File: config.mk
export PLATFORM = sky130hd
export DESIGN_NAME = taus_urng
export DESIGN_NICKNAME = d
export VERILOG_FILES = /design/src/rtl/urng_pkg.sv /design/src/rtl/taus88_core.sv /design/src/rtl/taus_urng.sv
export SDC_FILE = /design/constraint.sdc
export NUM_CORES = 1
export LEC_CHECK = 0
export BUFFER_PORTS_ARGS = -buffer_cell sky130_fd_sc_hd__buf_2
export CAP_MARGIN = 20
export CORE_MARGIN = 5
export CORE_UTILIZATION = 50
export CTS_CLUSTER_DIAMETER = 150
export DETAILED_ROUTE_END_ITERATION = 6
export PLACE_DENSITY = 0.74
export SETUP_SLACK_MARGIN = 0.02
export SKIP_CTS_REPAIR_TIMING = 1
export SYNTH_ARGS = -nofsm -noshare
export SYNTH_HDL_FRONTEND = slang
export SYNTH_HIERARCHICAL = 1
export SYNTH_SLANG_ARGS = --single-unit
File: constraint.sdc
create_clock -name clk -period 2.1 [get_ports clk]
set_input_delay 0.315 -clock clk [delete_from_list [all_inputs] [get_ports clk]]
set_output_delay 0.315 -clock clk [all_outputs]
set_load 0.05 [all_outputs]
File: src/rtl/urng_pkg.sv
// Shared widths, taus88 constants and helper functions for the uniform RNG.
package urng_pkg;

  localparam int unsigned TAUS_W  = 32;
  localparam int unsigned U0_W    = 48;
  localparam int unsigned U1_W    = 16;
  localparam int unsigned STATE_W = 3 * TAUS_W;
  localparam int unsigned SEED_W  = 2 * STATE_W;

  localparam logic [TAUS_W-1:0] MASK0 = 32'hFFFF_FFFE;
  localparam logic [TAUS_W-1:0] MASK1 = 32'hFFFF_FFF8;
  localparam logic [TAUS_W-1:0] MASK2 = 32'hFFFF_FFF0;

  // Per component: left shift of masked state, feedback shift, right shift
  localparam int unsigned S0_A = 12;
  localparam int unsigned S0_B = 13;
  localparam int unsigned S0_C = 19;
  localparam int unsigned S1_A = 4;
  localparam int unsigned S1_B = 2;
  localparam int unsigned S1_C = 25;
  localparam int unsigned S2_A = 17;
  localparam int unsigned S2_B = 3;
  localparam int unsigned S2_C = 11;

  localparam logic [TAUS_W-1:0] SEED_DEF_A = 32'd12345;
  localparam logic [TAUS_W-1:0] SEED_DEF_B = 32'd987654321;

  typedef struct packed {
    logic [TAUS_W-1:0] s0;
    logic [TAUS_W-1:0] s1;
    logic [TAUS_W-1:0] s2;
  } taus_state_t;

  function automatic taus_state_t taus88_step(input taus_state_t s);
    taus_state_t n;
    n.s0 = ((s.s0 & MASK0) << S0_A) ^ (((s.s0 << S0_B) ^ s.s0) >> S0_C);
    n.s1 = ((s.s1 & MASK1) << S1_A) ^ (((s.s1 << S1_B) ^ s.s1) >> S1_C);
    n.s2 = ((s.s2 & MASK2) << S2_A) ^ (((s.s2 << S2_B) ^ s.s2) >> S2_C);
    return n;
  endfunction

  // Small seeds would leave a component stuck in its all-zero orbit
  function automatic taus_state_t taus88_fixup(input taus_state_t s);
    taus_state_t f;
    f = s;
    if (s.s0 < 32'd2)  f.s0[1] = 1'b1;
    if (s.s1 < 32'd8)  f.s1[3] = 1'b1;
    if (s.s2 < 32'd16) f.s2[4] = 1'b1;
    return f;
  endfunction

  function automatic logic [TAUS_W-1:0] taus88_word(input taus_state_t s);
    return s.s0 ^ s.s1 ^ s.s2;
  endfunction

endpackage

File: src/rtl/taus88_core.sv
// One combined Tausworthe generator: 96-bit state with load/step/hold and seed fix-up.
module taus88_core
  import urng_pkg::*;
#(
  parameter logic [STATE_W-1:0] SEED = {SEED_DEF_A, SEED_DEF_A, SEED_DEF_A}
) (
  input  logic               clk,
  input  logic               rst,
  input  logic               load,
  input  logic               step,
  input  logic [STATE_W-1:0] seed_in,
  output logic [TAUS_W-1:0]  word_c
);

  taus_state_t state;
  taus_state_t state_next;

  assign state_next = taus88_step(state);
  assign word_c     = taus88_word(state_next);

  always_ff @(posedge clk) begin
    if (rst) begin
      state <= taus88_fixup(SEED);
    end else if (load) begin
      state <= taus88_fixup(seed_in);
    end else if (step) begin
      state <= state_next;
    end
  end

endmodule

File: src/rtl/taus_urng.sv
// Uniform random source: two taus88 generators behind a valid/ready output register.
// Optional build macro URNG_ZERO_SKIP_EN suppresses all-zero u0 candidates.
module taus_urng
  import urng_pkg::*;
#(
  parameter logic [TAUS_W-1:0] SEED_A0 = SEED_DEF_A,
  parameter logic [TAUS_W-1:0] SEED_A1 = SEED_DEF_A,
  parameter logic [TAUS_W-1:0] SEED_A2 = SEED_DEF_A,
  parameter logic [TAUS_W-1:0] SEED_B0 = SEED_DEF_B,
  parameter logic [TAUS_W-1:0] SEED_B1 = SEED_DEF_B,
  parameter logic [TAUS_W-1:0] SEED_B2 = SEED_DEF_B
) (
  input  logic              clk,
  input  logic              rst,
  input  logic              seed_ld,
  input  logic [SEED_W-1:0] seed_in,
  input  logic              out_ready,
  output logic              out_valid,
  output logic [U0_W-1:0]   u0,
  output logic [U1_W-1:0]   u1,
  output logic [31:0]       sample_cnt
);

  logic              adv;
  logic              gen_step;
  logic              cand_ok;
  logic [TAUS_W-1:0] word_a;
  logic [TAUS_W-1:0] word_b;
  logic [U0_W-1:0]   cand_u0;
  logic [U1_W-1:0]   cand_u1;

  assign adv      = !out_valid || out_ready;
  assign gen_step = adv && !seed_ld;
  assign cand_u0  = {word_a, word_b[TAUS_W-1:U1_W]};
  assign cand_u1  = word_b[U1_W-1:0];

`ifdef URNG_ZERO_SKIP_EN
  assign cand_ok = |cand_u0;
`else
  assign cand_ok = 1'b1;
`endif

  taus88_core #(
    .SEED({SEED_A0, SEED_A1, SEED_A2})
  ) u_core_a (
    .clk     (clk),
    .rst     (rst),
    .load    (seed_ld),
    .step    (gen_step),
    .seed_in (seed_in[SEED_W-1:STATE_W]),
    .word_c  (word_a)
  );

  taus88_core #(
    .SEED({SEED_B0, SEED_B1, SEED_B2})
  ) u_core_b (
    .clk     (clk),
    .rst     (rst),
    .load    (seed_ld),
    .step    (gen_step),
    .seed_in (seed_in[STATE_W-1:0]),
    .word_c  (word_b)
  );

  // A rejected zero candidate still consumes a step; the old sample stays parked
  always_ff @(posedge clk) begin
    if (rst) begin
      out_valid  <= 1'b0;
      u0         <= '0;
      u1         <= '0;
      sample_cnt <= '0;
    end else begin
      if (out_valid && out_ready) begin
        sample_cnt <= sample_cnt + 32'd1;
      end
      if (seed_ld) begin
        out_valid <= 1'b0;
      end else if (adv) begin
        out_valid <= cand_ok;
        if (cand_ok) begin
          u0 <= cand_u0;
          u1 <= cand_u1;
        end
      end
    end
  end

endmodule

==> run metrics <==
slowest CP cell=or4_4; router iterations before antenna repair=5; first-pass GRT wire length=between 60 and 70 mm; Mapped Cells=1686; GRT Util Overall=0.266; critical path data required time=2530 ps; Worst VDD drop=0.000767 V; LEAKAGE=slightly below 7 nW; Slew @ Worst Pin=748 ps; IO Count=a little under 300; Filler cells=approximately 2300; drt drc=0; FMAX=511 MHz; Area after DPL=around 16000 um^2; Final Non-Filler Cells=2292; CTS Buf Count=30; CORE AREA=27100 um^2; largest net degree at the start of global routing=108; pwr/cell area=865 nW/um^2; nets=2097; routed vias/inst=5.56; Most used DFF post-synth=dfxtp_1; grt total ovfl=0; Hold Crit Start=seed_in[60]; register area share after synthesis=0.395; share of post-route cells with drive strength above 1=0.196; fin util=0.609; Max clock buf depth=3; DR iter-0 viols=1248; CTS tree=built; post-DP HPWL=roughly 32 mm; CP Launch Point=sample_cnt[17]; Starting Density=0.510; Synth Area per Inst=8.20 um^2; worst hold path class=in -> reg; Hold Fails Final Rpt=0; Period minus WS final=1960 ps; FF-to-FF path depth=4; Buffers & Inverters on Critical Path=0; number of max-cap violations=0; initial antenna violation count=4; count of state elements after synthesis=273; Avg WL per Cell=18.8 um; status=finished clean; number of global-route vias before repair=12000; critical path fanouts, max=21; Async SR Flop Fraction=0; worst hold endpoint=u_core_b/state[60]; worst-skew pair later-pin latency=550 ps; WL final=43.1 mm; Synth cell types=45; GP Congestion=0.942; most frequent cells in the layout=274 x buf_2, 262 x dfxtp_1, 234 x nand2_1; crit path kind=reg -> reg; Final setup viols=0; Hold Crit Depth=3; Finished Cell Area=16500 um^2; Die Y-Extent=about 180 um; FF-to-FF Start=sample_cnt[17]; row cnt=60; H-tree levels=1; crit start category=flop; Worst path top cell family by delay=simple AND/OR/NAND/NOR gates; CTS Sinks=273; Reg2Reg Capture Point=sample_cnt[31]; Final Cycle Share=0.932; Inst Count DP=between 2000 and 2500; via count=12700; Syn Nets=1883; post-route ant nets=0; worst rel slew slack=0.502; synth-to-layout area growth=19.4%; Worst path max stage delay=670 ps; commonest non-fill, non-tap cell in the layout=buf_2; Clk pin slew, worst setup/hold paths=60 ps; critical path arrival=2390 ps; Setup WS pre-CTS=85.5 ps; clk root buf=clkbuf_16; die area=31100 um^2; Pins Over Slew Limit=0; RSZ-0062 raised after global routing=true; reg2reg setup slack=140 ps; nature of the critical path endpoint=flop; synthesized area=about 14000 um^2; critical-path cell list=nand4_1 > or4_4 > nor4_2 > mux2_2; synth warn=6; Hold WS=~0.45 ps; setup ws final=about 140 ps; Die Width=176 um; Worst Clk Skew=between 10 and 15 ps; Port Buffers=276; number of synthesized flops with an enable pin=0
-- registers in the layout, summed over array words and instances, names as in the netlist --
signal          count
u_core_a/state     88
u0                 48
u1                 16
sample_cnt         32
u_core_b/state     88
out_valid           1
-- area by class of cell --
| type | count | area, um^2 | share of cell area |
|---|---|---|---|
| antenna | 2 | 5.00 | 0.000303 |
| clock buffer | 46 | 912 | 0.0552 |
| clock inverter | 4 | 22.5 | 0.00136 |
| inverter | 11 | 48.8 | 0.00296 |
| multi-input combinational | 1274 | 7780 | 0.471 |
| sequential | 273 | 5480 | 0.332 |
| tap | 372 | 465 | 0.0282 |
| timing repair buffer | 310 | 1790 | 0.109 |
-- layer usage --
layer / up-vias / wire, um / global-route usage / part of all wire
li1: 6163 / - / - / -
met1: 5922 / 18700 / 0.387 / 0.43
met2: 576 / 19000 / 0.408 / 0.44
met3: 77 / 4300 / 0.0486 / 0.10
met4: 4 / 1090 / 0.0673 / 0.025
met5: - / 19 / 0 / 0.00044
-- kinds of logic (layout without fill, tap and decap cells) --
group | Yosys count | after routing | share of synthesized area
compound gates | 319 | 319 | 0.132
xor+xnor | 219 | 219 | 0.139
fa+ha+maj | 1 | 1 | 0.000905
buf+inv | 139 | 371 | 0.0426
flops | 273 | 273 | 0.395
mux | 141 | 141 | 0.102
other cells | 0 | 2 | 0
simple gates | 594 | 594 | 0.188
-- cell usage after synthesis, types with 11 or more instances --
master    number  share of area
dfxtp_1      273           0.40
nand2_1      234          0.064
nor2_1       231          0.063
a21oi_1      189          0.068
xnor2_1      181           0.11
mux2i_1      138           0.10
clkbuf_1      90          0.024
o21ai_0       52          0.019
nor4_1        39          0.018
a211oi_1      38          0.021
xor2_1        38          0.024
buf_2         19         0.0069
or4_1         16         0.0087
o31ai_1       15         0.0081
nand4_1       13         0.0059
buf_1         12         0.0033
nor2b_1       12         0.0054
nand3_1       11         0.0040
-- how the worst max path moves through the flow --
| stage | end | slack (ps) | cells after the start |
|---|---|---|---|
| 2_1_floorplan | sample_cnt[31] | -30 | 5 |
| 3_3_place_gp | sample_cnt[31] | 120 | 4 |
| 3_5_place_dp | sample_cnt[31] | 90 | 4 |
| 4_1_cts | sample_cnt[31] | 70 | 4 |
| 5_1_grt | sample_cnt[27] | 10 | 4 |
| 6_report | sample_cnt[31] | 140 | 4 |
-- metrics by stage --
stage | setup TNS [ps] | total power [mW]
2_1_floorplan | -34.4 | 8.28
3_3_place_gp | 0 | 9.29
3_5_place_dp | 0 | 9.33
4_1_cts | 0 | 14.3
5_1_grt | 0 | 14.9
6_report | 0 | 14.3
-- worst reg2reg max path: stages, from the launching register on --
cell,delay [ps]
dfxtp_1,400
nand4_1,100
or4_4,670
nor4_2,310
mux2_2,350
-- report_power, final --
group          total (mW)  leakage, nW  switching (mW)  internal [mW]
registers            6.00         2.26           0.421           5.58
logic                3.30         4.14            2.05           1.24
clock network        4.99        0.460            2.04           2.94
total                14.3         6.86            4.52           9.77
Note: power is estimated with default switching activity, not from simulation.
